`src/rtl/mem_access_if.sv`:
```
// mem_access_if: single-beat AXI4 data master bus between the load/store unit and the interconnect
interface mem_access_if #(
    parameter int C_M_AXI_THREAD_ID_WIDTH = 1,
    parameter int C_M_AXI_ADDR_WIDTH      = 32,
    parameter int C_M_AXI_DATA_WIDTH      = 32,
    parameter int C_M_AXI_ARUSER_WIDTH    = 1,
    parameter int C_M_AXI_AWUSER_WIDTH    = 1,
    parameter int C_M_AXI_WUSER_WIDTH     = 4,
    parameter int C_M_AXI_RUSER_WIDTH     = 4,
    parameter int C_M_AXI_BUSER_WIDTH     = 1
);
    logic [C_M_AXI_THREAD_ID_WIDTH-1:0]  M_AXI_AWID;
    logic [C_M_AXI_ADDR_WIDTH-1:0]       M_AXI_AWADDR;
    logic [7:0]                          M_AXI_AWLEN;
    logic [2:0]                          M_AXI_AWSIZE;
    logic [1:0]                          M_AXI_AWBURST;
    logic                                M_AXI_AWLOCK;
    logic [3:0]                          M_AXI_AWCACHE;
    logic [2:0]                          M_AXI_AWPROT;
    logic [3:0]                          M_AXI_AWQOS;
    logic [C_M_AXI_AWUSER_WIDTH-1:0]     M_AXI_AWUSER;
    logic                                M_AXI_AWVALID;
    logic                                M_AXI_AWREADY;
    logic [C_M_AXI_DATA_WIDTH-1:0]       M_AXI_WDATA;
    logic [C_M_AXI_DATA_WIDTH/8-1:0]     M_AXI_WSTRB;
    logic                                M_AXI_WLAST;
    logic [C_M_AXI_WUSER_WIDTH-1:0]      M_AXI_WUSER;
    logic                                M_AXI_WVALID;
    logic                                M_AXI_WREADY;
    logic [C_M_AXI_THREAD_ID_WIDTH-1:0]  M_AXI_BID;
    logic [1:0]                          M_AXI_BRESP;
    logic [C_M_AXI_BUSER_WIDTH-1:0]      M_AXI_BUSER;
    logic                                M_AXI_BVALID;
    logic                                M_AXI_BREADY;
    logic [C_M_AXI_THREAD_ID_WIDTH-1:0]  M_AXI_ARID;
    logic [C_M_AXI_ADDR_WIDTH-1:0]       M_AXI_ARADDR;
    logic [7:0]                          M_AXI_ARLEN;
    logic [2:0]                          M_AXI_ARSIZE;
    logic [1:0]                          M_AXI_ARBURST;
    logic                                M_AXI_ARLOCK;
    logic [3:0]                          M_AXI_ARCACHE;
    logic [2:0]                          M_AXI_ARPROT;
    logic [3:0]                          M_AXI_ARQOS;
    logic [C_M_AXI_ARUSER_WIDTH-1:0]     M_AXI_ARUSER;
    logic                                M_AXI_ARVALID;
    logic                                M_AXI_ARREADY;
    logic [C_M_AXI_THREAD_ID_WIDTH-1:0]  M_AXI_RID;
    logic [C_M_AXI_DATA_WIDTH-1:0]       M_AXI_RDATA;
    logic [1:0]                          M_AXI_RRESP;
    logic                                M_AXI_RLAST;
    logic [C_M_AXI_RUSER_WIDTH-1:0]      M_AXI_RUSER;
    logic                                M_AXI_RVALID;
    logic                                M_AXI_RREADY;

    modport master (
        output M_AXI_AWID, M_AXI_AWADDR, M_AXI_AWLEN, M_AXI_AWSIZE, M_AXI_AWBURST, M_AXI_AWLOCK,
               M_AXI_AWCACHE, M_AXI_AWPROT, M_AXI_AWQOS, M_AXI_AWUSER, M_AXI_AWVALID,
               M_AXI_WDATA, M_AXI_WSTRB, M_AXI_WLAST, M_AXI_WUSER, M_AXI_WVALID,
               M_AXI_BREADY,
               M_AXI_ARID, M_AXI_ARADDR, M_AXI_ARLEN, M_AXI_ARSIZE, M_AXI_ARBURST, M_AXI_ARLOCK,
               M_AXI_ARCACHE, M_AXI_ARPROT, M_AXI_ARQOS, M_AXI_ARUSER, M_AXI_ARVALID,
               M_AXI_RREADY,
        input  M_AXI_AWREADY, M_AXI_WREADY,
               M_AXI_BID, M_AXI_BRESP, M_AXI_BUSER, M_AXI_BVALID,
               M_AXI_ARREADY,
               M_AXI_RID, M_AXI_RDATA, M_AXI_RRESP, M_AXI_RLAST, M_AXI_RUSER, M_AXI_RVALID
    );

    modport slave (
        input  M_AXI_AWID, M_AXI_AWADDR, M_AXI_AWLEN, M_AXI_AWSIZE, M_AXI_AWBURST, M_AXI_AWLOCK,
               M_AXI_AWCACHE, M_AXI_AWPROT, M_AXI_AWQOS, M_AXI_AWUSER, M_AXI_AWVALID,
               M_AXI_WDATA, M_AXI_WSTRB, M_AXI_WLAST, M_AXI_WUSER, M_AXI_WVALID,
               M_AXI_BREADY,
               M_AXI_ARID, M_AXI_ARADDR, M_AXI_ARLEN, M_AXI_ARSIZE, M_AXI_ARBURST, M_AXI_ARLOCK,
               M_AXI_ARCACHE, M_AXI_ARPROT, M_AXI_ARQOS, M_AXI_ARUSER, M_AXI_ARVALID,
               M_AXI_RREADY,
        output M_AXI_AWREADY, M_AXI_WREADY,
               M_AXI_BID, M_AXI_BRESP, M_AXI_BUSER, M_AXI_BVALID,
               M_AXI_ARREADY,
               M_AXI_RID, M_AXI_RDATA, M_AXI_RRESP, M_AXI_RLAST, M_AXI_RUSER, M_AXI_RVALID
    );
endinterface

```
`src/rtl/mem_access.sv`:
```
// mem_access: RV32I load/store unit issuing single-beat AXI4 reads and writes
module mem_access #(
    parameter int C_M_AXI_ADDR_WIDTH = 32
) (
    input  logic                          CLK,
    input  logic                          RST,
    input  logic                          REQ_VALID,
    input  logic                          REQ_WE,
    input  logic [2:0]                    REQ_FUNCT3,
    input  logic [C_M_AXI_ADDR_WIDTH-1:0] REQ_ADDR,
    input  logic [31:0]                   REQ_WDATA,
    output logic                          MEM_WAIT,
    output logic                          RESP_VALID,
    output logic [31:0]                   RESP_RDATA,
    output logic                          RESP_ERR,
    mem_access_if.master                  M_AXI
);
    typedef enum logic [2:0] {IDLE, RD_ADDR, RD_DATA, WR_ADDR_DATA, WR_RESP, DONE} state_t;

    state_t                          state, state_nx;
    logic [C_M_AXI_ADDR_WIDTH-1:0]   addr_q;
    logic [2:0]                      f3_q;
    logic [3:0]                      strb_q, strb_d;
    logic [31:0]                     wdata_q, wdata_d, rdata_q, rshift, rext;
    logic                            err_q, aw_done, w_done, reject;

    assign M_AXI.M_AXI_AWID    = '0;
    assign M_AXI.M_AXI_AWADDR  = {addr_q[C_M_AXI_ADDR_WIDTH-1:2], 2'b00};
    assign M_AXI.M_AXI_AWLEN   = 8'd0;
    assign M_AXI.M_AXI_AWSIZE  = 3'b010;
    assign M_AXI.M_AXI_AWBURST = 2'b01;
    assign M_AXI.M_AXI_AWLOCK  = 1'b0;
    assign M_AXI.M_AXI_AWCACHE = 4'b0011;
    assign M_AXI.M_AXI_AWPROT  = 3'b000;
    assign M_AXI.M_AXI_AWQOS   = 4'b0000;
    assign M_AXI.M_AXI_AWUSER  = '0;
    assign M_AXI.M_AXI_AWVALID = state == WR_ADDR_DATA && !aw_done;
    assign M_AXI.M_AXI_WDATA   = wdata_q;
    assign M_AXI.M_AXI_WSTRB   = strb_q;
    assign M_AXI.M_AXI_WLAST   = M_AXI.M_AXI_WVALID;
    assign M_AXI.M_AXI_WUSER   = '0;
    assign M_AXI.M_AXI_WVALID  = state == WR_ADDR_DATA && !w_done;
    assign M_AXI.M_AXI_BREADY  = state == WR_RESP;
    assign M_AXI.M_AXI_ARID    = '0;
    assign M_AXI.M_AXI_ARADDR  = {addr_q[C_M_AXI_ADDR_WIDTH-1:2], 2'b00};
    assign M_AXI.M_AXI_ARLEN   = 8'd0;
    assign M_AXI.M_AXI_ARSIZE  = 3'b010;
    assign M_AXI.M_AXI_ARBURST = 2'b01;
    assign M_AXI.M_AXI_ARLOCK  = 1'b0;
    assign M_AXI.M_AXI_ARCACHE = 4'b0011;
    assign M_AXI.M_AXI_ARPROT  = 3'b000;
    assign M_AXI.M_AXI_ARQOS   = 4'b0000;
    assign M_AXI.M_AXI_ARUSER  = '0;
    assign M_AXI.M_AXI_ARVALID = state == RD_ADDR;
    assign M_AXI.M_AXI_RREADY  = state == RD_DATA;

    assign MEM_WAIT   = (state != IDLE && state != DONE) || (state == IDLE && REQ_VALID);
    assign RESP_VALID = state == DONE;
    assign RESP_RDATA = rdata_q;
    assign RESP_ERR   = err_q;

    // Decode the incoming request: reject bad funct3/misalignment, build lane strobes and replicated store data
    always_comb begin
        reject  = (REQ_WE ? REQ_FUNCT3 > 3'b010 : (REQ_FUNCT3[1:0] == 2'b11 || REQ_FUNCT3 == 3'b110))
                || (REQ_FUNCT3[1:0] == 2'b01 && REQ_ADDR[0])
                || (REQ_FUNCT3[1:0] == 2'b10 && REQ_ADDR[1:0] != 2'b00);
        strb_d  = REQ_FUNCT3[1:0] == 2'b00 ? 4'b0001 << REQ_ADDR[1:0] :
                  REQ_FUNCT3[1:0] == 2'b01 ? 4'b0011 << REQ_ADDR[1:0] : 4'b1111;
        wdata_d = REQ_FUNCT3[1:0] == 2'b00 ? {4{REQ_WDATA[7:0]}} :
                  REQ_FUNCT3[1:0] == 2'b01 ? {2{REQ_WDATA[15:0]}} : REQ_WDATA;
    end

    // Align the addressed bytes of the read beat to bit 0 and extend per funct3
    always_comb begin
        rshift = M_AXI.M_AXI_RDATA >> {addr_q[1:0], 3'b000};
        rext   = f3_q == 3'b000 ? {{24{rshift[7]}}, rshift[7:0]} :
                 f3_q == 3'b100 ? {24'd0, rshift[7:0]} :
                 f3_q == 3'b001 ? {{16{rshift[15]}}, rshift[15:0]} :
                 f3_q == 3'b101 ? {16'd0, rshift[15:0]} : rshift;
    end

    // State register
    always_ff @(posedge CLK) begin
        state <= RST ? IDLE : state_nx;
    end

    // Next-state logic; a write leaves WR_ADDR_DATA only once both AW and W have handshaken
    always_comb begin
        state_nx = state;
        case (state)
            IDLE:         if (REQ_VALID) state_nx = reject ? DONE : REQ_WE ? WR_ADDR_DATA : RD_ADDR;
            RD_ADDR:      if (M_AXI.M_AXI_ARREADY) state_nx = RD_DATA;
            RD_DATA:      if (M_AXI.M_AXI_RVALID) state_nx = DONE;
            WR_ADDR_DATA: if ((aw_done || M_AXI.M_AXI_AWREADY) && (w_done || M_AXI.M_AXI_WREADY)) state_nx = WR_RESP;
            WR_RESP:      if (M_AXI.M_AXI_BVALID) state_nx = DONE;
            default:      state_nx = IDLE;
        endcase
    end

    // Request latch, per-channel write handshake tracking and response capture
    always_ff @(posedge CLK) begin
        if (RST) begin
            addr_q  <= '0;
            f3_q    <= 3'd0;
            strb_q  <= 4'd0;
            wdata_q <= 32'd0;
            rdata_q <= 32'd0;
            err_q   <= 1'b0;
            aw_done <= 1'b0;
            w_done  <= 1'b0;
        end else begin
            case (state)
                IDLE: if (REQ_VALID) begin
                    addr_q  <= REQ_ADDR;
                    f3_q    <= REQ_FUNCT3;
                    strb_q  <= strb_d;
                    wdata_q <= wdata_d;
                    rdata_q <= 32'd0;
                    err_q   <= reject;
                    aw_done <= 1'b0;
                    w_done  <= 1'b0;
                end
                RD_DATA: if (M_AXI.M_AXI_RVALID) begin
                    err_q   <= M_AXI.M_AXI_RRESP != 2'b00;
                    rdata_q <= M_AXI.M_AXI_RRESP != 2'b00 ? 32'd0 : rext;
                end
                WR_ADDR_DATA: begin
                    aw_done <= aw_done || M_AXI.M_AXI_AWREADY;
                    w_done  <= w_done || M_AXI.M_AXI_WREADY;
                end
                WR_RESP: if (M_AXI.M_AXI_BVALID) err_q <= M_AXI.M_AXI_BRESP != 2'b00;
                default: ;
            endcase
        end
    end
endmodule

```
`src/flat_wrapper.sv`:
```
// flat-port wrapper written by rule: the top's interface ports become plain ports
module mem_access_flat 
#(
    parameter int C_M_AXI_ADDR_WIDTH = 32
)
  (CLK, RST, REQ_VALID, REQ_WE, REQ_FUNCT3, REQ_ADDR, REQ_WDATA, MEM_WAIT, RESP_VALID, RESP_RDATA, RESP_ERR, M_AXI_M_AXI_AWID, M_AXI_M_AXI_AWADDR, M_AXI_M_AXI_AWLEN, M_AXI_M_AXI_AWSIZE, M_AXI_M_AXI_AWBURST, M_AXI_M_AXI_AWLOCK, M_AXI_M_AXI_AWCACHE, M_AXI_M_AXI_AWPROT, M_AXI_M_AXI_AWQOS, M_AXI_M_AXI_AWUSER, M_AXI_M_AXI_AWVALID, M_AXI_M_AXI_WDATA, M_AXI_M_AXI_WSTRB, M_AXI_M_AXI_WLAST, M_AXI_M_AXI_WUSER, M_AXI_M_AXI_WVALID, M_AXI_M_AXI_BREADY, M_AXI_M_AXI_ARID, M_AXI_M_AXI_ARADDR, M_AXI_M_AXI_ARLEN, M_AXI_M_AXI_ARSIZE, M_AXI_M_AXI_ARBURST, M_AXI_M_AXI_ARLOCK, M_AXI_M_AXI_ARCACHE, M_AXI_M_AXI_ARPROT, M_AXI_M_AXI_ARQOS, M_AXI_M_AXI_ARUSER, M_AXI_M_AXI_ARVALID, M_AXI_M_AXI_RREADY, M_AXI_M_AXI_AWREADY, M_AXI_M_AXI_WREADY, M_AXI_M_AXI_BID, M_AXI_M_AXI_BRESP, M_AXI_M_AXI_BUSER, M_AXI_M_AXI_BVALID, M_AXI_M_AXI_ARREADY, M_AXI_M_AXI_RID, M_AXI_M_AXI_RDATA, M_AXI_M_AXI_RRESP, M_AXI_M_AXI_RLAST, M_AXI_M_AXI_RUSER, M_AXI_M_AXI_RVALID);
  mem_access_if #(.C_M_AXI_ADDR_WIDTH(C_M_AXI_ADDR_WIDTH)) M_AXI_i ();
  input  logic CLK;
  input  logic RST;
  input  logic REQ_VALID;
  input  logic REQ_WE;
  input  logic [2:0] REQ_FUNCT3;
  input  logic [C_M_AXI_ADDR_WIDTH-1:0] REQ_ADDR;
  input  logic [31:0] REQ_WDATA;
  output logic MEM_WAIT;
  output logic RESP_VALID;
  output logic [31:0] RESP_RDATA;
  output logic RESP_ERR;
  output wire logic [$bits(M_AXI_i.M_AXI_AWID)-1:0] M_AXI_M_AXI_AWID;
  output wire logic [$bits(M_AXI_i.M_AXI_AWADDR)-1:0] M_AXI_M_AXI_AWADDR;
  output wire logic [$bits(M_AXI_i.M_AXI_AWLEN)-1:0] M_AXI_M_AXI_AWLEN;
  output wire logic [$bits(M_AXI_i.M_AXI_AWSIZE)-1:0] M_AXI_M_AXI_AWSIZE;
  output wire logic [$bits(M_AXI_i.M_AXI_AWBURST)-1:0] M_AXI_M_AXI_AWBURST;
  output wire logic [$bits(M_AXI_i.M_AXI_AWLOCK)-1:0] M_AXI_M_AXI_AWLOCK;
  output wire logic [$bits(M_AXI_i.M_AXI_AWCACHE)-1:0] M_AXI_M_AXI_AWCACHE;
  output wire logic [$bits(M_AXI_i.M_AXI_AWPROT)-1:0] M_AXI_M_AXI_AWPROT;
  output wire logic [$bits(M_AXI_i.M_AXI_AWQOS)-1:0] M_AXI_M_AXI_AWQOS;
  output wire logic [$bits(M_AXI_i.M_AXI_AWUSER)-1:0] M_AXI_M_AXI_AWUSER;
  output wire logic [$bits(M_AXI_i.M_AXI_AWVALID)-1:0] M_AXI_M_AXI_AWVALID;
  output wire logic [$bits(M_AXI_i.M_AXI_WDATA)-1:0] M_AXI_M_AXI_WDATA;
  output wire logic [$bits(M_AXI_i.M_AXI_WSTRB)-1:0] M_AXI_M_AXI_WSTRB;
  output wire logic [$bits(M_AXI_i.M_AXI_WLAST)-1:0] M_AXI_M_AXI_WLAST;
  output wire logic [$bits(M_AXI_i.M_AXI_WUSER)-1:0] M_AXI_M_AXI_WUSER;
  output wire logic [$bits(M_AXI_i.M_AXI_WVALID)-1:0] M_AXI_M_AXI_WVALID;
  output wire logic [$bits(M_AXI_i.M_AXI_BREADY)-1:0] M_AXI_M_AXI_BREADY;
  output wire logic [$bits(M_AXI_i.M_AXI_ARID)-1:0] M_AXI_M_AXI_ARID;
  output wire logic [$bits(M_AXI_i.M_AXI_ARADDR)-1:0] M_AXI_M_AXI_ARADDR;
  output wire logic [$bits(M_AXI_i.M_AXI_ARLEN)-1:0] M_AXI_M_AXI_ARLEN;
  output wire logic [$bits(M_AXI_i.M_AXI_ARSIZE)-1:0] M_AXI_M_AXI_ARSIZE;
  output wire logic [$bits(M_AXI_i.M_AXI_ARBURST)-1:0] M_AXI_M_AXI_ARBURST;
  output wire logic [$bits(M_AXI_i.M_AXI_ARLOCK)-1:0] M_AXI_M_AXI_ARLOCK;
  output wire logic [$bits(M_AXI_i.M_AXI_ARCACHE)-1:0] M_AXI_M_AXI_ARCACHE;
  output wire logic [$bits(M_AXI_i.M_AXI_ARPROT)-1:0] M_AXI_M_AXI_ARPROT;
  output wire logic [$bits(M_AXI_i.M_AXI_ARQOS)-1:0] M_AXI_M_AXI_ARQOS;
  output wire logic [$bits(M_AXI_i.M_AXI_ARUSER)-1:0] M_AXI_M_AXI_ARUSER;
  output wire logic [$bits(M_AXI_i.M_AXI_ARVALID)-1:0] M_AXI_M_AXI_ARVALID;
  output wire logic [$bits(M_AXI_i.M_AXI_RREADY)-1:0] M_AXI_M_AXI_RREADY;
  input wire logic [$bits(M_AXI_i.M_AXI_AWREADY)-1:0] M_AXI_M_AXI_AWREADY;
  input wire logic [$bits(M_AXI_i.M_AXI_WREADY)-1:0] M_AXI_M_AXI_WREADY;
  input wire logic [$bits(M_AXI_i.M_AXI_BID)-1:0] M_AXI_M_AXI_BID;
  input wire logic [$bits(M_AXI_i.M_AXI_BRESP)-1:0] M_AXI_M_AXI_BRESP;
  input wire logic [$bits(M_AXI_i.M_AXI_BUSER)-1:0] M_AXI_M_AXI_BUSER;
  input wire logic [$bits(M_AXI_i.M_AXI_BVALID)-1:0] M_AXI_M_AXI_BVALID;
  input wire logic [$bits(M_AXI_i.M_AXI_ARREADY)-1:0] M_AXI_M_AXI_ARREADY;
  input wire logic [$bits(M_AXI_i.M_AXI_RID)-1:0] M_AXI_M_AXI_RID;
  input wire logic [$bits(M_AXI_i.M_AXI_RDATA)-1:0] M_AXI_M_AXI_RDATA;
  input wire logic [$bits(M_AXI_i.M_AXI_RRESP)-1:0] M_AXI_M_AXI_RRESP;
  input wire logic [$bits(M_AXI_i.M_AXI_RLAST)-1:0] M_AXI_M_AXI_RLAST;
  input wire logic [$bits(M_AXI_i.M_AXI_RUSER)-1:0] M_AXI_M_AXI_RUSER;
  input wire logic [$bits(M_AXI_i.M_AXI_RVALID)-1:0] M_AXI_M_AXI_RVALID;
  assign M_AXI_M_AXI_AWID = M_AXI_i.M_AXI_AWID;
  assign M_AXI_M_AXI_AWADDR = M_AXI_i.M_AXI_AWADDR;
  assign M_AXI_M_AXI_AWLEN = M_AXI_i.M_AXI_AWLEN;
  assign M_AXI_M_AXI_AWSIZE = M_AXI_i.M_AXI_AWSIZE;
  assign M_AXI_M_AXI_AWBURST = M_AXI_i.M_AXI_AWBURST;
  assign M_AXI_M_AXI_AWLOCK = M_AXI_i.M_AXI_AWLOCK;
  assign M_AXI_M_AXI_AWCACHE = M_AXI_i.M_AXI_AWCACHE;
  assign M_AXI_M_AXI_AWPROT = M_AXI_i.M_AXI_AWPROT;
  assign M_AXI_M_AXI_AWQOS = M_AXI_i.M_AXI_AWQOS;
  assign M_AXI_M_AXI_AWUSER = M_AXI_i.M_AXI_AWUSER;
  assign M_AXI_M_AXI_AWVALID = M_AXI_i.M_AXI_AWVALID;
  assign M_AXI_M_AXI_WDATA = M_AXI_i.M_AXI_WDATA;
  assign M_AXI_M_AXI_WSTRB = M_AXI_i.M_AXI_WSTRB;
  assign M_AXI_M_AXI_WLAST = M_AXI_i.M_AXI_WLAST;
  assign M_AXI_M_AXI_WUSER = M_AXI_i.M_AXI_WUSER;
  assign M_AXI_M_AXI_WVALID = M_AXI_i.M_AXI_WVALID;
  assign M_AXI_M_AXI_BREADY = M_AXI_i.M_AXI_BREADY;
  assign M_AXI_M_AXI_ARID = M_AXI_i.M_AXI_ARID;
  assign M_AXI_M_AXI_ARADDR = M_AXI_i.M_AXI_ARADDR;
  assign M_AXI_M_AXI_ARLEN = M_AXI_i.M_AXI_ARLEN;
  assign M_AXI_M_AXI_ARSIZE = M_AXI_i.M_AXI_ARSIZE;
  assign M_AXI_M_AXI_ARBURST = M_AXI_i.M_AXI_ARBURST;
  assign M_AXI_M_AXI_ARLOCK = M_AXI_i.M_AXI_ARLOCK;
  assign M_AXI_M_AXI_ARCACHE = M_AXI_i.M_AXI_ARCACHE;
  assign M_AXI_M_AXI_ARPROT = M_AXI_i.M_AXI_ARPROT;
  assign M_AXI_M_AXI_ARQOS = M_AXI_i.M_AXI_ARQOS;
  assign M_AXI_M_AXI_ARUSER = M_AXI_i.M_AXI_ARUSER;
  assign M_AXI_M_AXI_ARVALID = M_AXI_i.M_AXI_ARVALID;
  assign M_AXI_M_AXI_RREADY = M_AXI_i.M_AXI_RREADY;
  assign M_AXI_i.M_AXI_AWREADY = M_AXI_M_AXI_AWREADY;
  assign M_AXI_i.M_AXI_WREADY = M_AXI_M_AXI_WREADY;
  assign M_AXI_i.M_AXI_BID = M_AXI_M_AXI_BID;
  assign M_AXI_i.M_AXI_BRESP = M_AXI_M_AXI_BRESP;
  assign M_AXI_i.M_AXI_BUSER = M_AXI_M_AXI_BUSER;
  assign M_AXI_i.M_AXI_BVALID = M_AXI_M_AXI_BVALID;
  assign M_AXI_i.M_AXI_ARREADY = M_AXI_M_AXI_ARREADY;
  assign M_AXI_i.M_AXI_RID = M_AXI_M_AXI_RID;
  assign M_AXI_i.M_AXI_RDATA = M_AXI_M_AXI_RDATA;
  assign M_AXI_i.M_AXI_RRESP = M_AXI_M_AXI_RRESP;
  assign M_AXI_i.M_AXI_RLAST = M_AXI_M_AXI_RLAST;
  assign M_AXI_i.M_AXI_RUSER = M_AXI_M_AXI_RUSER;
  assign M_AXI_i.M_AXI_RVALID = M_AXI_M_AXI_RVALID;
  mem_access #(.C_M_AXI_ADDR_WIDTH(C_M_AXI_ADDR_WIDTH)) u_core (.CLK(CLK), .RST(RST), .REQ_VALID(REQ_VALID), .REQ_WE(REQ_WE), .REQ_FUNCT3(REQ_FUNCT3), .REQ_ADDR(REQ_ADDR), .REQ_WDATA(REQ_WDATA), .MEM_WAIT(MEM_WAIT), .RESP_VALID(RESP_VALID), .RESP_RDATA(RESP_RDATA), .RESP_ERR(RESP_ERR), .M_AXI(M_AXI_i));
endmodule
```
`config.mk`:
```
export PLATFORM = sky130hd
export DESIGN_NAME = mem_access_flat
export DESIGN_NICKNAME = d
export VERILOG_FILES = /design/src/rtl/mem_access_if.sv /design/src/rtl/mem_access.sv /design/src/flat_wrapper.sv
export SDC_FILE = /design/constraint.sdc
export NUM_CORES = 1
export LEC_CHECK = 0
export CAP_MARGIN = 5
export CORE_AREA = 2 2 125 127
export CTS_CLUSTER_DIAMETER = 100
export DETAILED_ROUTE_END_ITERATION = 10
export DIE_AREA = 0 0 127 129
export GPL_TIMING_DRIVEN = 0
export PLACE_DENSITY = 0.88
export SLEW_MARGIN = 30
export SYNTH_ARGS = -nofsm -noshare
export SYNTH_HDL_FRONTEND = slang
export SYNTH_SLANG_ARGS = --single-unit
```
`constraint.sdc`:
```
create_clock -name CLK -period 2.2 [get_ports CLK]
set_input_delay 0.33 -clock CLK [delete_from_list [all_inputs] [get_ports CLK]]
set_output_delay 0.33 -clock CLK [all_outputs]
set_load 0.01 [all_outputs]
```
==> out/results.ini <==
[run_status]
outcome=complete, no violations

[clock_tree]
cts_buffer_depth=2
cts_made_buffers=9
clkLatencyLatePin_ns=0.35
clkSinkCount=109
cts_hold_buf=0
htree_levels=3
cts_tree=done
cts.clk_slew.worst_paths_ns=0.07
ctsRootBufferMaster=clkbuf_16

[yosys]
synthFlopType=dfxtp_1
synth_largest_area_cell=dfxtp_1
synth_edf_count=0
synthAdderAreaFrac_pct=0.848
ys_ff_latch=109
synth-xor-area-share_pct=0
synth_compound_gate_area_share_pct=18.6
synth_top_area_share_pct=37.0
synth_warnings=0
yosysSeqAreaShare_pct=37.0
synthMuxAreaShare_pct=6.34
synth_top_family_by_area=buffers and inverters
synth_cell_type_count=45
synth_cells=755
synthTopCellsByCount=nand2_1, buf_4, dfxtp_1
synth.avg_cell_area_um2=7.82
synth_most_common_cell=nand2_1
yosys-top-cells-area=dfxtp_1, buf_4, nand2_1, a21oi_1, mux2i_1
postSynth.asyncResetShare_pct=0
synthSimpleGateAreaFrac_pct=17.7
synth.cell_area_mm2=0.00590

[floorplanning]
ios=319
rows=45
die_w_um=127
coreArea_mm2=0.0150
die_y_um=129
start_util_pct=39.4
die_area_mm2=0.0164

[global_routing]
antenna_found_initial=0
grt_pass1_wl_um=29200
grt_pass1_vias=5520
grt_usage_pct=22.7
grt_max_degree=19
overflow=0

[critical_path]
r2r_slack_ns=0.17
start_kind=register
crit_path_frequent_cell=nor2b_2
cp_slowest_stage_delay_ns=0.55
arrival_ns=1.78
critPathBufInv=2
worstPathCellList=buf_4, nor2b_2, nor2b_2, clkdlybuf4s50_1
crit_fanout=10
endpoint_kind=primary output
crit_type=register to primary output
cp.required_ns=1.87
crit_slowest_cell=clkdlybuf4s50_1
path_delay_family=buffers and inverters

[timing]
rsz0062_at_grt=false
final.setup_skew_ns=0.00758
setup_ws_ns=0.0899
setup_tns_ns=0
hold-worst-slack_ns=0.456
finalHoldViolations=0
fin_crit_ns=2.11
worst_slew_pin_slew_ns=0.721
max_slew_margin_pct=51.9
post-route-period-util_pct=95.9
max_freq_mhz=474
slew_violations=0
finalSetupViolCount=0

[detailed_routing]
vias=6019
top_layer_used=met4
ant_nets=0
routed_wl_um=19400
drtIter0Drc=324
wl_per_cell_um=15.3
routed-wl-met3_um=1460
drcViolationCount=0
vias_per_cell=4.75
wl_met2_um=9710
met1Wirelength_um=7760
drt-pass1-iter-count=5

[placed_design]
hpwl_um=15400
port_buffers=247
place_congestion=0.902
dpl_worst_slack_ns=-0.299

[power_and_ir_drop]
pwr_density_cell_mw_per_mm2=794
p_comb_share_pct=43.1
p_int_uw=4770
power.share.clock_pct=23.0
p_leak_uw=0.00376
irDropWorstVdd_mv=0.396
power_frac_seq_pct=33.8
power_switching_uw=2540
sw_frac_of_total_pct=34.7
power.total_uw=7310

[final_layout]
synthToLayoutAreaGrowth_pct=55.9
nNetsFinal=1199
n_antenna_cell=0
drive_gt1_share_pct=15.9
fin_util_pct=61.5

[min_path]
holdCritPathClass=register to register

[flow_run]
cap_violations=0

## cell families after synthesis
| logic type | Yosys count |
|---|---|
| adder cells (fa/ha/maj) | 4 |
| multiplexers | 36 |
| AND/OR/NAND/NOR | 252 |
| AO/OA/AOI/OAI | 174 |
| buffers and inverters | 178 |
| other | 2 |
| flip-flops | 109 |
## state kept, by name (all words and copies together), names as in the netlist
register                  count
u_core.M_AXI.M_AXI_WDATA     32
u_core.aw_done                1
u_core.w_done                 1
u_core.M_AXI.M_AXI_WSTRB      4
u_core.state                  3
u_core.RESP_RDATA            32
u_core.addr_q                32
u_core.f3_q                   3
u_core.RESP_ERR               1
## layer usage
metal | up-vias | global-route usage [%]
li1 | 2989 | -
met1 | 2727 | 27.2
met2 | 267 | 39.2
met3 | 36 | 5.07
met4 | 0 | 9.76
met5 | - | 0
## stage by stage
| stage | std cells | area, µm² |
|---|---|---|
| after CTS | 1266 | 9170 |
| after detailed placement | 1250 | 8840 |
| after global routing | 1268 | 9210 |
| after global placement | 1250 | 8840 |
| after floorplan | 815 | 6130 |
| final | 1268 | 9210 |
## power groups by stage
| stage | Combinational [µW] | Sequential, µW | Clock [µW] |
|---|---|---|---|
| CTS | 3120 | 2470 | 1720 |
| global placement | 3030 | 2490 | 0 |
| global route | 3410 | 2520 | 1780 |
| floorplan | 1650 | 2540 | 0 |
| detailed placement | 3080 | 2510 | 0 |
| finish | 3150 | 2470 | 1680 |
## layout make-up
class | count | area, µm²
multi-input combinational | 528 | 2830
clock buffer | 10 | 239
inverter | 5 | 18.8
tap | 188 | 235
fill | 1315 | 5770
clock inverter | 6 | 68.8
buffer | 173 | 1140
sequential | 109 | 2190
timing repair buffer | 249 | 2490
## final timing paths
| kind | endpoint | startpoint | cells after the start |
|---|---|---|---|
| setup / recovery | M_AXI_M_AXI_BREADY | u_core.state[1]$_SDFFE_PP0P_ | 4 |
| hold / removal | u_core.RESP_RDATA[14]$_SDFFE_PP0P_ | u_core.RESP_RDATA[14]$_SDFFE_PP0P_ | 2 |
| setup reg to reg | u_core.RESP_RDATA[29]$_SDFFE_PP0P_ | u_core.addr_q[0]$_SDFFE_PP0P_ | 7 |
| hold reg to reg | u_core.RESP_RDATA[14]$_SDFFE_PP0P_ | u_core.RESP_RDATA[14]$_SDFFE_PP0P_ | 2 |
## tightest hold or removal path: stages (launching register included)
cell	delay [ns]
dfxtp_1	0.32
nand2_1	0.05
o21ai_0	0.05
## placed cells by master (no fill, tap or decap), types with 9 or more instances in the layout
master	Yosys	layout
clkdlybuf4s50_1	0	246
nand2_1	156	156
buf_4	123	126
dfxtp_1	109	106
a21oi_1	72	72
conb_1	2	62
nor2_1	59	58
o21ai_0	39	39
clkbuf_1	40	36
mux2i_1	34	34
a211oi_1	17	17
nor2b_1	12	9
a32oi_1	9	9
clkbuf_16	0	9
## repair_timing
| item | in CTS | in global routing |
|---|---|---|
| pin swaps | 0 | 0 |
| gates resized for setup | 11 | 6 |
| setup endpoints to repair | 6 | 6 |
| buffers inserted | 0 | 2 |
Power figures use the tool's default switching activity.
